==> config.mk <==
export PLATFORM = sky130hd
export DESIGN_NAME = cpu_bus_ctrl_flat
export DESIGN_NICKNAME = d
export VERILOG_FILES = /design/src/rtl/cpu_bus_ctrl_if.sv /design/src/rtl/cpu_bus_ctrl.sv /design/src/flat_wrapper.sv
export SDC_FILE = /design/constraint.sdc
export NUM_CORES = 1
export LEC_CHECK = 0
export CAP_MARGIN = 0
export CORE_MARGIN = 1.5
export CORE_UTILIZATION = 42
export DETAILED_ROUTE_END_ITERATION = 7
export MAX_ROUTING_LAYER = met4
export PLACE_DENSITY = 0.81
export SLEW_MARGIN = 20
export SYNTH_ARGS = -nofsm -noshare
export SYNTH_HDL_FRONTEND = slang
export SYNTH_SLANG_ARGS = --single-unit
==> constraint.sdc <==
create_clock -name clk -period 3.45 [get_ports clk]
set_input_delay 0.69 -clock clk [delete_from_list [all_inputs] [get_ports clk]]
set_output_delay 0.69 -clock clk [all_outputs]
set_load 0.01 [all_outputs]
==> src/rtl/cpu_bus_ctrl_if.sv <==
`default_nettype none
// ============================================================================
//  Module      : cpu_bus_ctrl_if
//  Description : Signal bundle between the PicoRV32 memory port, the bus
//                controller and its three downstream targets (RAM, ROM, IO).
//                modport slave  - the controller's view (cpu_bus_ctrl)
//                modport master - the environment's view (core + memories)
//  Ports       : CPU request/response, RAM strobe/address/data, ROM
//                request/ready, IO request/ready, bus_err pulse.
//  Revision    : 1.0 - initial release
// ============================================================================
interface cpu_bus_ctrl_if #(
    parameter int RAM_AW = 14,
    parameter int ROM_AW = 14,
    parameter int IO_AW  = 8
);
    // CPU side
    logic              cpu_mem_op;
    logic [31:0]       cpu_adr;
    logic [31:0]       cpu_do;
    logic [3:0]        cpu_wren;
    logic              cpu_mem_rdy;
    logic [31:0]       cpu_di;
    // RAM
    logic              ram_en;
    logic [RAM_AW-1:0] ram_adr;
    logic [31:0]       ram_do;
    logic [3:0]        ram_we;
    logic [31:0]       ram_di;
    // ROM
    logic              rom_req;
    logic [ROM_AW-1:0] rom_adr;
    logic              rom_rdy;
    logic [31:0]       rom_di;
    // IO
    logic              io_req;
    logic [IO_AW-1:0]  io_adr;
    logic [31:0]       io_do;
    logic [3:0]        io_wren;
    logic              io_rdy;
    logic [31:0]       io_di;
    // Error
    logic              bus_err;

    modport slave (
        input  cpu_mem_op, cpu_adr, cpu_do, cpu_wren,
        input  ram_di, rom_rdy, rom_di, io_rdy, io_di,
        output cpu_mem_rdy, cpu_di,
        output ram_en, ram_adr, ram_do, ram_we,
        output rom_req, rom_adr,
        output io_req, io_adr, io_do, io_wren,
        output bus_err
    );

    modport master (
        output cpu_mem_op, cpu_adr, cpu_do, cpu_wren,
        output ram_di, rom_rdy, rom_di, io_rdy, io_di,
        input  cpu_mem_rdy, cpu_di,
        input  ram_en, ram_adr, ram_do, ram_we,
        input  rom_req, rom_adr,
        input  io_req, io_adr, io_do, io_wren,
        input  bus_err
    );
endinterface
`default_nettype wire

==> src/rtl/cpu_bus_ctrl.sv <==
`default_nettype none
// ============================================================================
//  Module      : cpu_bus_ctrl
//  Description : Memory-bus controller behind the PicoRV32 wrapper. Decodes
//                each CPU access to RAM, program ROM or the IO window,
//                sequences the target handshake and returns read data with a
//                one-cycle cpu_mem_rdy pulse. Unmapped accesses, ROM writes
//                and ROM/IO timeouts complete with cpu_di=0 and bus_err=1.
//  Ports       : clk   - system clock
//                reset - synchronous active-high reset
//                bus   - cpu_bus_ctrl_if.slave (CPU, RAM, ROM, IO, bus_err)
//  Revision    : 1.0 - initial release
// ============================================================================
module cpu_bus_ctrl #(
    parameter logic [31:0] RAM_BASE = 32'h0000_0000,
    parameter int          RAM_AW   = 14,
    parameter logic [31:0] ROM_BASE = 32'h0002_0000,
    parameter int          ROM_AW   = 14,
    parameter logic [31:0] IO_BASE  = 32'h0003_0000,
    parameter int          IO_AW    = 8,
    parameter int          TIMEOUT  = 255
) (
    input  wire logic          clk,
    input  wire logic          reset,
    cpu_bus_ctrl_if.slave      bus
);

    // Byte span of each region
    localparam logic [31:0] c_ram_span = 32'd4 << RAM_AW;
    localparam logic [31:0] c_rom_span = 32'd4 << ROM_AW;
    localparam logic [31:0] c_io_span  = 32'd4 << IO_AW;
    localparam logic [7:0]  c_timeout  = 8'(TIMEOUT);

    typedef enum logic [2:0] {
        S_IDLE     = 3'd0,
        S_RAM_ACC  = 3'd1,
        S_RAM_CAP  = 3'd2,
        S_EXT_WAIT = 3'd3,
        S_DONE     = 3'd4
    } state_t;

    state_t      r_state;
    logic [7:0]  r_wait_cnt;
    logic        r_is_io;
    logic        r_is_write;

    // Offset from each base. Unsigned wrap makes a single compare sufficient:
    // an address below the base wraps to a huge offset and fails "< span".
    logic [31:0] w_ram_off;
    logic [31:0] w_rom_off;
    logic [31:0] w_io_off;
    logic        w_ram_hit;
    logic        w_rom_hit;
    logic        w_io_hit;
    logic        w_is_write;
    logic        w_ext_rdy;
    logic [31:0] w_ext_di;

    assign w_ram_off  = bus.cpu_adr - RAM_BASE;
    assign w_rom_off  = bus.cpu_adr - ROM_BASE;
    assign w_io_off   = bus.cpu_adr - IO_BASE;
    assign w_ram_hit  = (w_ram_off < c_ram_span);
    assign w_rom_hit  = (w_rom_off < c_rom_span);
    assign w_io_hit   = (w_io_off  < c_io_span);
    assign w_is_write = |bus.cpu_wren;

    // External target currently being waited on
    assign w_ext_rdy  = r_is_io ? bus.io_rdy : bus.rom_rdy;
    assign w_ext_di   = r_is_io ? bus.io_di  : bus.rom_di;

    always_ff @(posedge clk) begin
        if (reset) begin
            r_state         <= S_IDLE;
            r_wait_cnt      <= 8'd0;
            r_is_io         <= 1'b0;
            r_is_write      <= 1'b0;
            bus.cpu_mem_rdy <= 1'b0;
            bus.cpu_di      <= 32'd0;
            bus.ram_en      <= 1'b0;
            bus.ram_adr     <= '0;
            bus.ram_do      <= 32'd0;
            bus.ram_we      <= 4'd0;
            bus.rom_req     <= 1'b0;
            bus.rom_adr     <= '0;
            bus.io_req      <= 1'b0;
            bus.io_adr      <= '0;
            bus.io_do       <= 32'd0;
            bus.io_wren     <= 4'd0;
            bus.bus_err     <= 1'b0;
        end else begin
            // Single-cycle pulses default low
            bus.cpu_mem_rdy <= 1'b0;
            bus.bus_err     <= 1'b0;
            bus.ram_en      <= 1'b0;
            bus.ram_we      <= 4'd0;

            case (r_state)
                S_IDLE: begin
                    if (bus.cpu_mem_op) begin
                        r_is_write <= w_is_write;
                        r_wait_cnt <= 8'd0;
                        if (w_ram_hit) begin
                            bus.ram_en  <= 1'b1;
                            bus.ram_we  <= bus.cpu_wren;
                            bus.ram_adr <= w_ram_off[RAM_AW+1:2];
                            bus.ram_do  <= bus.cpu_do;
                            r_state     <= S_RAM_ACC;
                        end else if (w_rom_hit && !w_is_write) begin
                            bus.rom_req <= 1'b1;
                            bus.rom_adr <= w_rom_off[ROM_AW+1:2];
                            r_is_io     <= 1'b0;
                            r_state     <= S_EXT_WAIT;
                        end else if (w_io_hit) begin
                            bus.io_req  <= 1'b1;
                            bus.io_adr  <= w_io_off[IO_AW+1:2];
                            bus.io_do   <= bus.cpu_do;
                            bus.io_wren <= bus.cpu_wren;
                            r_is_io     <= 1'b1;
                            r_state     <= S_EXT_WAIT;
                        end else begin
                            // Unmapped or ROM write: complete immediately with error
                            bus.cpu_di      <= 32'd0;
                            bus.cpu_mem_rdy <= 1'b1;
                            bus.bus_err     <= 1'b1;
                            r_state         <= S_DONE;
                        end
                    end
                end

                S_RAM_ACC: begin
                    if (r_is_write) begin
                        bus.cpu_mem_rdy <= 1'b1;
                        r_state         <= S_DONE;
                    end else begin
                        r_state <= S_RAM_CAP;
                    end
                end

                S_RAM_CAP: begin
                    bus.cpu_di      <= bus.ram_di;
                    bus.cpu_mem_rdy <= 1'b1;
                    r_state         <= S_DONE;
                end

                S_EXT_WAIT: begin
                    if (w_ext_rdy) begin
                        bus.cpu_di      <= r_is_write ? 32'd0 : w_ext_di;
                        bus.rom_req     <= 1'b0;
                        bus.io_req      <= 1'b0;
                        bus.io_wren     <= 4'd0;
                        bus.cpu_mem_rdy <= 1'b1;
                        r_state         <= S_DONE;
                    end else if (r_wait_cnt + 8'd1 == c_timeout) begin
                        bus.cpu_di      <= 32'd0;
                        bus.rom_req     <= 1'b0;
                        bus.io_req      <= 1'b0;
                        bus.io_wren     <= 4'd0;
                        bus.cpu_mem_rdy <= 1'b1;
                        bus.bus_err     <= 1'b1;
                        r_state         <= S_DONE;
                    end else begin
                        r_wait_cnt <= r_wait_cnt + 8'd1;
                    end
                end

                // cpu_mem_rdy is high for this one cycle; any request still
                // asserted now belongs to the access just finished.
                S_DONE: begin
                    r_state <= S_IDLE;
                end

                default: begin
                    r_state <= S_IDLE;
                end
            endcase
        end
    end

endmodule
`default_nettype wire

==> src/flat_wrapper.sv <==
// flat-port wrapper written by rule: the top's interface ports become plain ports
module cpu_bus_ctrl_flat 
#(
    parameter logic [31:0] RAM_BASE = 32'h0000_0000,
    parameter int          RAM_AW   = 14,
    parameter logic [31:0] ROM_BASE = 32'h0002_0000,
    parameter int          ROM_AW   = 14,
    parameter logic [31:0] IO_BASE  = 32'h0003_0000,
    parameter int          IO_AW    = 8,
    parameter int          TIMEOUT  = 255
)
  (clk, reset, bus_cpu_mem_op, bus_cpu_adr, bus_cpu_do, bus_cpu_wren, bus_ram_di, bus_rom_rdy, bus_rom_di, bus_io_rdy, bus_io_di, bus_cpu_mem_rdy, bus_cpu_di, bus_ram_en, bus_ram_adr, bus_ram_do, bus_ram_we, bus_rom_req, bus_rom_adr, bus_io_req, bus_io_adr, bus_io_do, bus_io_wren, bus_bus_err);
  cpu_bus_ctrl_if #(.RAM_AW(RAM_AW), .ROM_AW(ROM_AW), .IO_AW(IO_AW)) bus_i ();
  input  wire logic clk;
  input  wire logic reset;
  input wire logic [$bits(bus_i.cpu_mem_op)-1:0] bus_cpu_mem_op;
  input wire logic [$bits(bus_i.cpu_adr)-1:0] bus_cpu_adr;
  input wire logic [$bits(bus_i.cpu_do)-1:0] bus_cpu_do;
  input wire logic [$bits(bus_i.cpu_wren)-1:0] bus_cpu_wren;
  input wire logic [$bits(bus_i.ram_di)-1:0] bus_ram_di;
  input wire logic [$bits(bus_i.rom_rdy)-1:0] bus_rom_rdy;
  input wire logic [$bits(bus_i.rom_di)-1:0] bus_rom_di;
  input wire logic [$bits(bus_i.io_rdy)-1:0] bus_io_rdy;
  input wire logic [$bits(bus_i.io_di)-1:0] bus_io_di;
  output wire logic [$bits(bus_i.cpu_mem_rdy)-1:0] bus_cpu_mem_rdy;
  output wire logic [$bits(bus_i.cpu_di)-1:0] bus_cpu_di;
  output wire logic [$bits(bus_i.ram_en)-1:0] bus_ram_en;
  output wire logic [$bits(bus_i.ram_adr)-1:0] bus_ram_adr;
  output wire logic [$bits(bus_i.ram_do)-1:0] bus_ram_do;
  output wire logic [$bits(bus_i.ram_we)-1:0] bus_ram_we;
  output wire logic [$bits(bus_i.rom_req)-1:0] bus_rom_req;
  output wire logic [$bits(bus_i.rom_adr)-1:0] bus_rom_adr;
  output wire logic [$bits(bus_i.io_req)-1:0] bus_io_req;
  output wire logic [$bits(bus_i.io_adr)-1:0] bus_io_adr;
  output wire logic [$bits(bus_i.io_do)-1:0] bus_io_do;
  output wire logic [$bits(bus_i.io_wren)-1:0] bus_io_wren;
  output wire logic [$bits(bus_i.bus_err)-1:0] bus_bus_err;
  assign bus_i.cpu_mem_op = bus_cpu_mem_op;
  assign bus_i.cpu_adr = bus_cpu_adr;
  assign bus_i.cpu_do = bus_cpu_do;
  assign bus_i.cpu_wren = bus_cpu_wren;
  assign bus_i.ram_di = bus_ram_di;
  assign bus_i.rom_rdy = bus_rom_rdy;
  assign bus_i.rom_di = bus_rom_di;
  assign bus_i.io_rdy = bus_io_rdy;
  assign bus_i.io_di = bus_io_di;
  assign bus_cpu_mem_rdy = bus_i.cpu_mem_rdy;
  assign bus_cpu_di = bus_i.cpu_di;
  assign bus_ram_en = bus_i.ram_en;
  assign bus_ram_adr = bus_i.ram_adr;
  assign bus_ram_do = bus_i.ram_do;
  assign bus_ram_we = bus_i.ram_we;
  assign bus_rom_req = bus_i.rom_req;
  assign bus_rom_adr = bus_i.rom_adr;
  assign bus_io_req = bus_i.io_req;
  assign bus_io_adr = bus_i.io_adr;
  assign bus_io_do = bus_i.io_do;
  assign bus_io_wren = bus_i.io_wren;
  assign bus_bus_err = bus_i.bus_err;
  cpu_bus_ctrl #(.RAM_BASE(RAM_BASE), .RAM_AW(RAM_AW), .ROM_BASE(ROM_BASE), .ROM_AW(ROM_AW), .IO_BASE(IO_BASE), .IO_AW(IO_AW), .TIMEOUT(TIMEOUT)) u_core (.clk(clk), .reset(reset), .bus(bus_i));
endmodule
# After elaboration in Yosys (flattened, before gate mapping)
# Index checks and enable logic that the tools add are counted.
[op_classes] bitwise_logic=4 n_reduce_logical=19 order_cmp=3 addsub=3 n_eq_ne=13 mux=52
[op_table] operator="two-way mux 32 bit" n=8
[op_table] operator="one-hot mux 32 bit (3 select lines)" n=1
[op_table] operator="less-than comparator 32 x 17 -> 1 bit (second input constant)" n=2
[op_table] operator="subtractor 32 x 18 -> 32 bit (second input constant)" n=2
[op_table] operator="less-than comparator 32 x 11 -> 1 bit (second input constant)" n=1
[op_table] operator="two-way mux 4 bit" n=6
[op_table] operator="two-way mux 8 bit" n=3
[op_table] operator="two-way mux 3 bit" n=7
[op_table] operator="two-way mux 1 bit" n=20
[op_table] operator="one-hot mux 8 bit (2 select lines)" n=1
[op_table] operator="inequality test 2 bit (second input constant)" n=6
[op_table] operator="one-hot mux 3 bit (4 select lines)" n=1
[op_table] operator="AND reduction 4 bit" n=3
[op_table] operator="AND reduction 6 bit" n=2
[op_table] operator="AND reduction 5 bit" n=2
[op_table] operator="adder 8 x 1 -> 8 bit (second input constant)" n=1
[op_table] operator="== test 8 bit (second input constant)" n=1
[op_table] operator="one-hot mux 4 bit (2 select lines)" n=1
[op_table] operator="OR reduction 4 bit" n=2
[op_table] operator="== test 3 x 2 -> 1 bit (second input constant)" n=2
[op_table] operator="one-hot mux 1 bit (2 select lines)" n=3
[op_table] operator="inequality test 2 x 1 -> 1 bit (second input constant)" n=2
[op_table] operator="inverter 1 bit" n=4
[op_table] operator="one-hot mux 1 bit (4 select lines)" n=1
[op_table] operator="10 further kinds" n=12
[totals] output_inout_bits=145 wordCells=111 input_bits=169 ff_bits=158

# Logic depth before layout (Yosys ltp)
[depth] depth_word=7 ltp_mapped=11 ltp_nobuf=9

# Least setup slack after synthesis
# OpenSTA, ideal clock, no wires.
[synth_path] path_kind="input to register" from="input port bus_cpu_adr[25]" to="register u_core.bus.io_do[0]" cell_stages=8 required_ns=3.322 arrival_time_ns=2.910 slack_ns=0.413 cell_sequence="or4_4 > or4_4 > o41ai_2 > nand3_1 > nor3_4 > buf_6 > mux2i_1 > nor2_1"
[synth_between] elab_chain_len=5 elab_cells_between_ends=9 cone_classes="add/sub (2); order compare (3); bitwise (2); reduce/logical (2)"
[synth_lines] element="from (decl)" line="flat_wrapper.sv:17" rtl="input wire logic [$bits(bus_i.cpu_adr)-1:0] bus_cpu_adr;"
[synth_lines] element="subtractor 32 x 18 -> 32 bit" line="cpu_bus_ctrl.sv:60" rtl="assign w_rom_off = bus.cpu_adr - ROM_BASE;"
[synth_lines] element="less-than comparator 32 x 17 -> 1 bit" line="cpu_bus_ctrl.sv:63" rtl="assign w_rom_hit = (w_rom_off < c_rom_span);"
[synth_lines] element="logical AND 1 bit" line="cpu_bus_ctrl.sv:108" rtl="end else if (w_rom_hit && !w_is_write) begin"
[synth_lines] element="inverter 1 bit (no line)"
[synth_lines] element="AND reduction 5 bit (no line) *"
[synth_lines] element="to (signal assigned)" line="cpu_bus_ctrl.sv:116" rtl="bus.io_do <= bus.cpu_do;"
[synth_lines] element="to (decl)" line="cpu_bus_ctrl_if.sv:51" rtl="output io_req, io_adr, io_do, io_wren,"
# Every way passes the cells marked *; elsewhere a longest branch is shown, timed or not.
# A chain may end at the register's enable or synchronous reset.

# Worst setup path after layout
[layout_path] from="input port bus_cpu_adr[20]" to="register u_core.bus.io_do[5]"
# The elaborated chain is that of the path after synthesis.

==> impl_metrics.toml <==
[final_layout]
finalCoreUtilization_pct = 69.35
final_cells = 1319
fin_nets = 1262
syn_to_final_growth_pct = 61.95
drive_above_1_share_pct = 10.71

[detailed_routing]
wire_per_inst_um = 16.42
ant_nets = 0
drt_wl_total_mm = 21.66
drtIter0Drc = 229
vias = 6772
drt_first_pass_iters = 5
vias_per_cell = 5.134
drc = 0

[logic_synthesis]
synthFlopType = "dfxtp_1"
synth_top_area_share_pct = 46.67
syn-cell-area_sq_um = 6778
ys_async_sr_fraction_pct = 0
yosys-top-cells-area = "dfxtp_1 (47%), nand2_1 (7.1%), mux2i_1 (6.1%)"
synth_top_cell_by_area = "dfxtp_1"
syn-num-nets = 943
ys_seq_elements = 158
ys_types = 48
synth-seq-area-share_pct = 46.67
ys_warn_count = 0
synth-edff-count = 0
avgSynthCellArea_sq_um = 8.802
synthCells = 770

[setup_path]
crit_arrival_ns = 3.65
startpoint = "bus_cpu_adr[20]"
critPathKind = "in2reg"
critPathRequiredTime_ns = 3.75
end_kind = "flip-flop"
reg2reg_from = "u_core.r_wait_cnt[1]"
worstPathMaxFanout = 9
cp-start-kind = "input port"

[cts]
worstSkewPairLatency_ns = 0.42
numClockSinks = 158
cts_hold_buf = 0
cts_root_buf = "clkbuf_16"
ctsResizeCount = 0
clk_pin_slew_ns = 0.07
cts_buffers = 17
ctsHtreeMaxLevel = 4
cts_setup_buffers = 0
cts_tree = "built"
clk_path_buf_depth = 2

[floorplanning]
die_area_sq_um = 16910
num_rows = 46
initial_core_util_pct = 42.82
ioPinCount = 314
die_y_um = 130.0
core_area_sq_um = 15830
die_width_um = 130.0

[timing]
grt_setup_unrepaired = "no"
max_freq_mhz = 298.1
min_period_over_period_pct = 97.23
worstMarginPinSlew_ns = 0.8577
setup_viol = 0
min_period_ns = 3.354
finalClockSkew_ns = 0.008196
maxSlewViolCount = 0
holdWs_ns = 0.4508
max-slew-margin-rel_pct = 42.82
finalHoldViolCount = 0

[worst_hold_path]
hold_class = "reg2reg"
worstHoldStart = "u_core.bus.rom_adr[5]"

[run]
cap_viol_max_count = 0

[placed_design]
place_hpwl_mm = 15.83
gp_congestion = 0.8505
io_buffers = 311
dp_cells = 1286

[global_routing]
grt_max_degree = 96
grt_pass1_wl_mm = 32.81
grt_pass1_vias = 6632
track_usage_pct = 25.62
grt_antenna_before_repair = 1
grt_overflow_total = 0

[power]
finalPower_mw = 4.088
p_per_area_nw_per_um2 = 372.4
vdd_ir_drop_max_v = 0.0002987
cellLeakagePower_nw = 3.695

[status]
status = "completed"
## cell usage in the layout (no fill, tap or decap), types with 3 or more instances in the layout
cell	n
o22ai_1	34
nand4_1	4
nand2b_1	36
a211oi_1	3
dfxtp_1	158
xnor2_1	3
a22o_1	3
nand3b_1	4
nor3_1	11
inv_6	5
buf_4	34
mux2i_1	41
a31oi_1	3
clkbuf_16	17
mux2_2	32
xor2_1	3
nor4_1	5
and3_1	4
nor2_1	57
nor2b_1	4
a21oi_1	72
buf_12	10
o21ai_0	13
o31ai_1	4
ha_1	4
clkdlybuf4s50_1	310
and2_1	7
inv_1	5
or4_1	6
nand3_1	8
nand2_1	129
a22oi_1	32
or3_1	7
## sequential cells by signal, summed over array words and instances, names as in the netlist, 3 cells and up
name	flops
u_core.bus.ram_do	32
u_core.bus.ram_adr	14
u_core.bus.io_wren	4
u_core.r_wait_cnt	8
u_core.bus.io_do	32
u_core.bus.rom_adr	14
u_core.r_state	3
u_core.bus.cpu_di	32
u_core.bus.io_adr	8
u_core.bus.ram_we	4
## stage by stage
stage	setup slack, ns	TNS, ns	instance area [sq um]
after CTS	0.1745	0	10970
after global routing	0.01850	0	10980
after detailed placement	-0.2542	-14.59	10380
final	0.09551	0	10980
after global placement	-0.1796	-10.65	10380
after floorplan	0.4127	0	6778
## cell usage after synthesis (2+ instances only)
cell type and n:
nand2_1 129, xnor2_1 3, mux2_2 32, o22ai_1 34
a21oi_1 72, a22o_1 3, dfxtp_1 158, clkbuf_1 42
and2_1 7, buf_6 4, a22oi_1 32, a2111oi_0 2
nand3b_1 4, nor4_1 5, ha_1 4, nor2b_1 4
a31oi_1 3, nand2b_1 36, and3_1 4, nand3_1 8
a211oi_1 3, mux2i_1 41, nor3_1 12, nor2_1 59
o31a_1 2, o31ai_1 4, or4_1 6, o21ai_0 13
buf_2 8, xor2_1 3, or3_1 7, nand4_1 4
inv_1 5, a21o_1 2, or4_4 2
## power by group
| part | internal (mW) | switching [mW] | leakage (nW) |
|---|---|---|---|
| logic | 0.226 | 0.126 | 2.13 |
| registers | 1.83 | 0.00325 | 1.27 |
| clock network | 1.11 | 0.800 | 0.293 |
## worst max-delay path, stage by stage
cell and delay (ns):
clkdlybuf4s50_1 0.44, or4_1 0.55, o31a_1 0.31, a2111oi_0 0.51
nand4_1 0.28, nor3_4 0.25, buf_12 0.17, buf_12 0.14
mux2i_1 0.24, nor2_1 0.06
## cells by family after synthesis
group	count (synthesis)	synth area share, %
compound gates	178	16.32
fa+ha+maj	4	0.7384
xor+xnor	6	0.7755
mux	73	11.37
buf+inv	59	3.858
flops	158	46.67
simple gates	292	20.27
## area by class of cell
class	count	area, sq um
well taps	216	270.3
flip-flops and latches	158	3163
clock inverters	13	152.6
multi-input cells	553	3368
inverters	5	18.77
fillers	1272	4851
repair buffers	354	3558
diodes	1	2.502
clock buffers	19	442.9
## final timing paths
| check | end | slack (ns) | cells after the start |
|---|---|---|---|
| worst min register to register | u_core.bus.rom_adr[5] | 0.45 | 2 |
| worst min-delay path | u_core.bus.rom_adr[5] | 0.45 | 2 |
| worst max register to register | u_core.bus.cpu_di[8] | 0.53 | 9 |
| worst max-delay path | u_core.bus.io_do[5] | 0.1 | 10 |
## per-layer routing
metal,vias up,track usage (%),routed length (um)
li1,3352,-,-
met1,3143,26.81,8103
met2,254,44.64,11040
met3,23,9.102,2088
met4,0,8.758,427
met5,-,-,0
(Power assumes the default switching activity.)
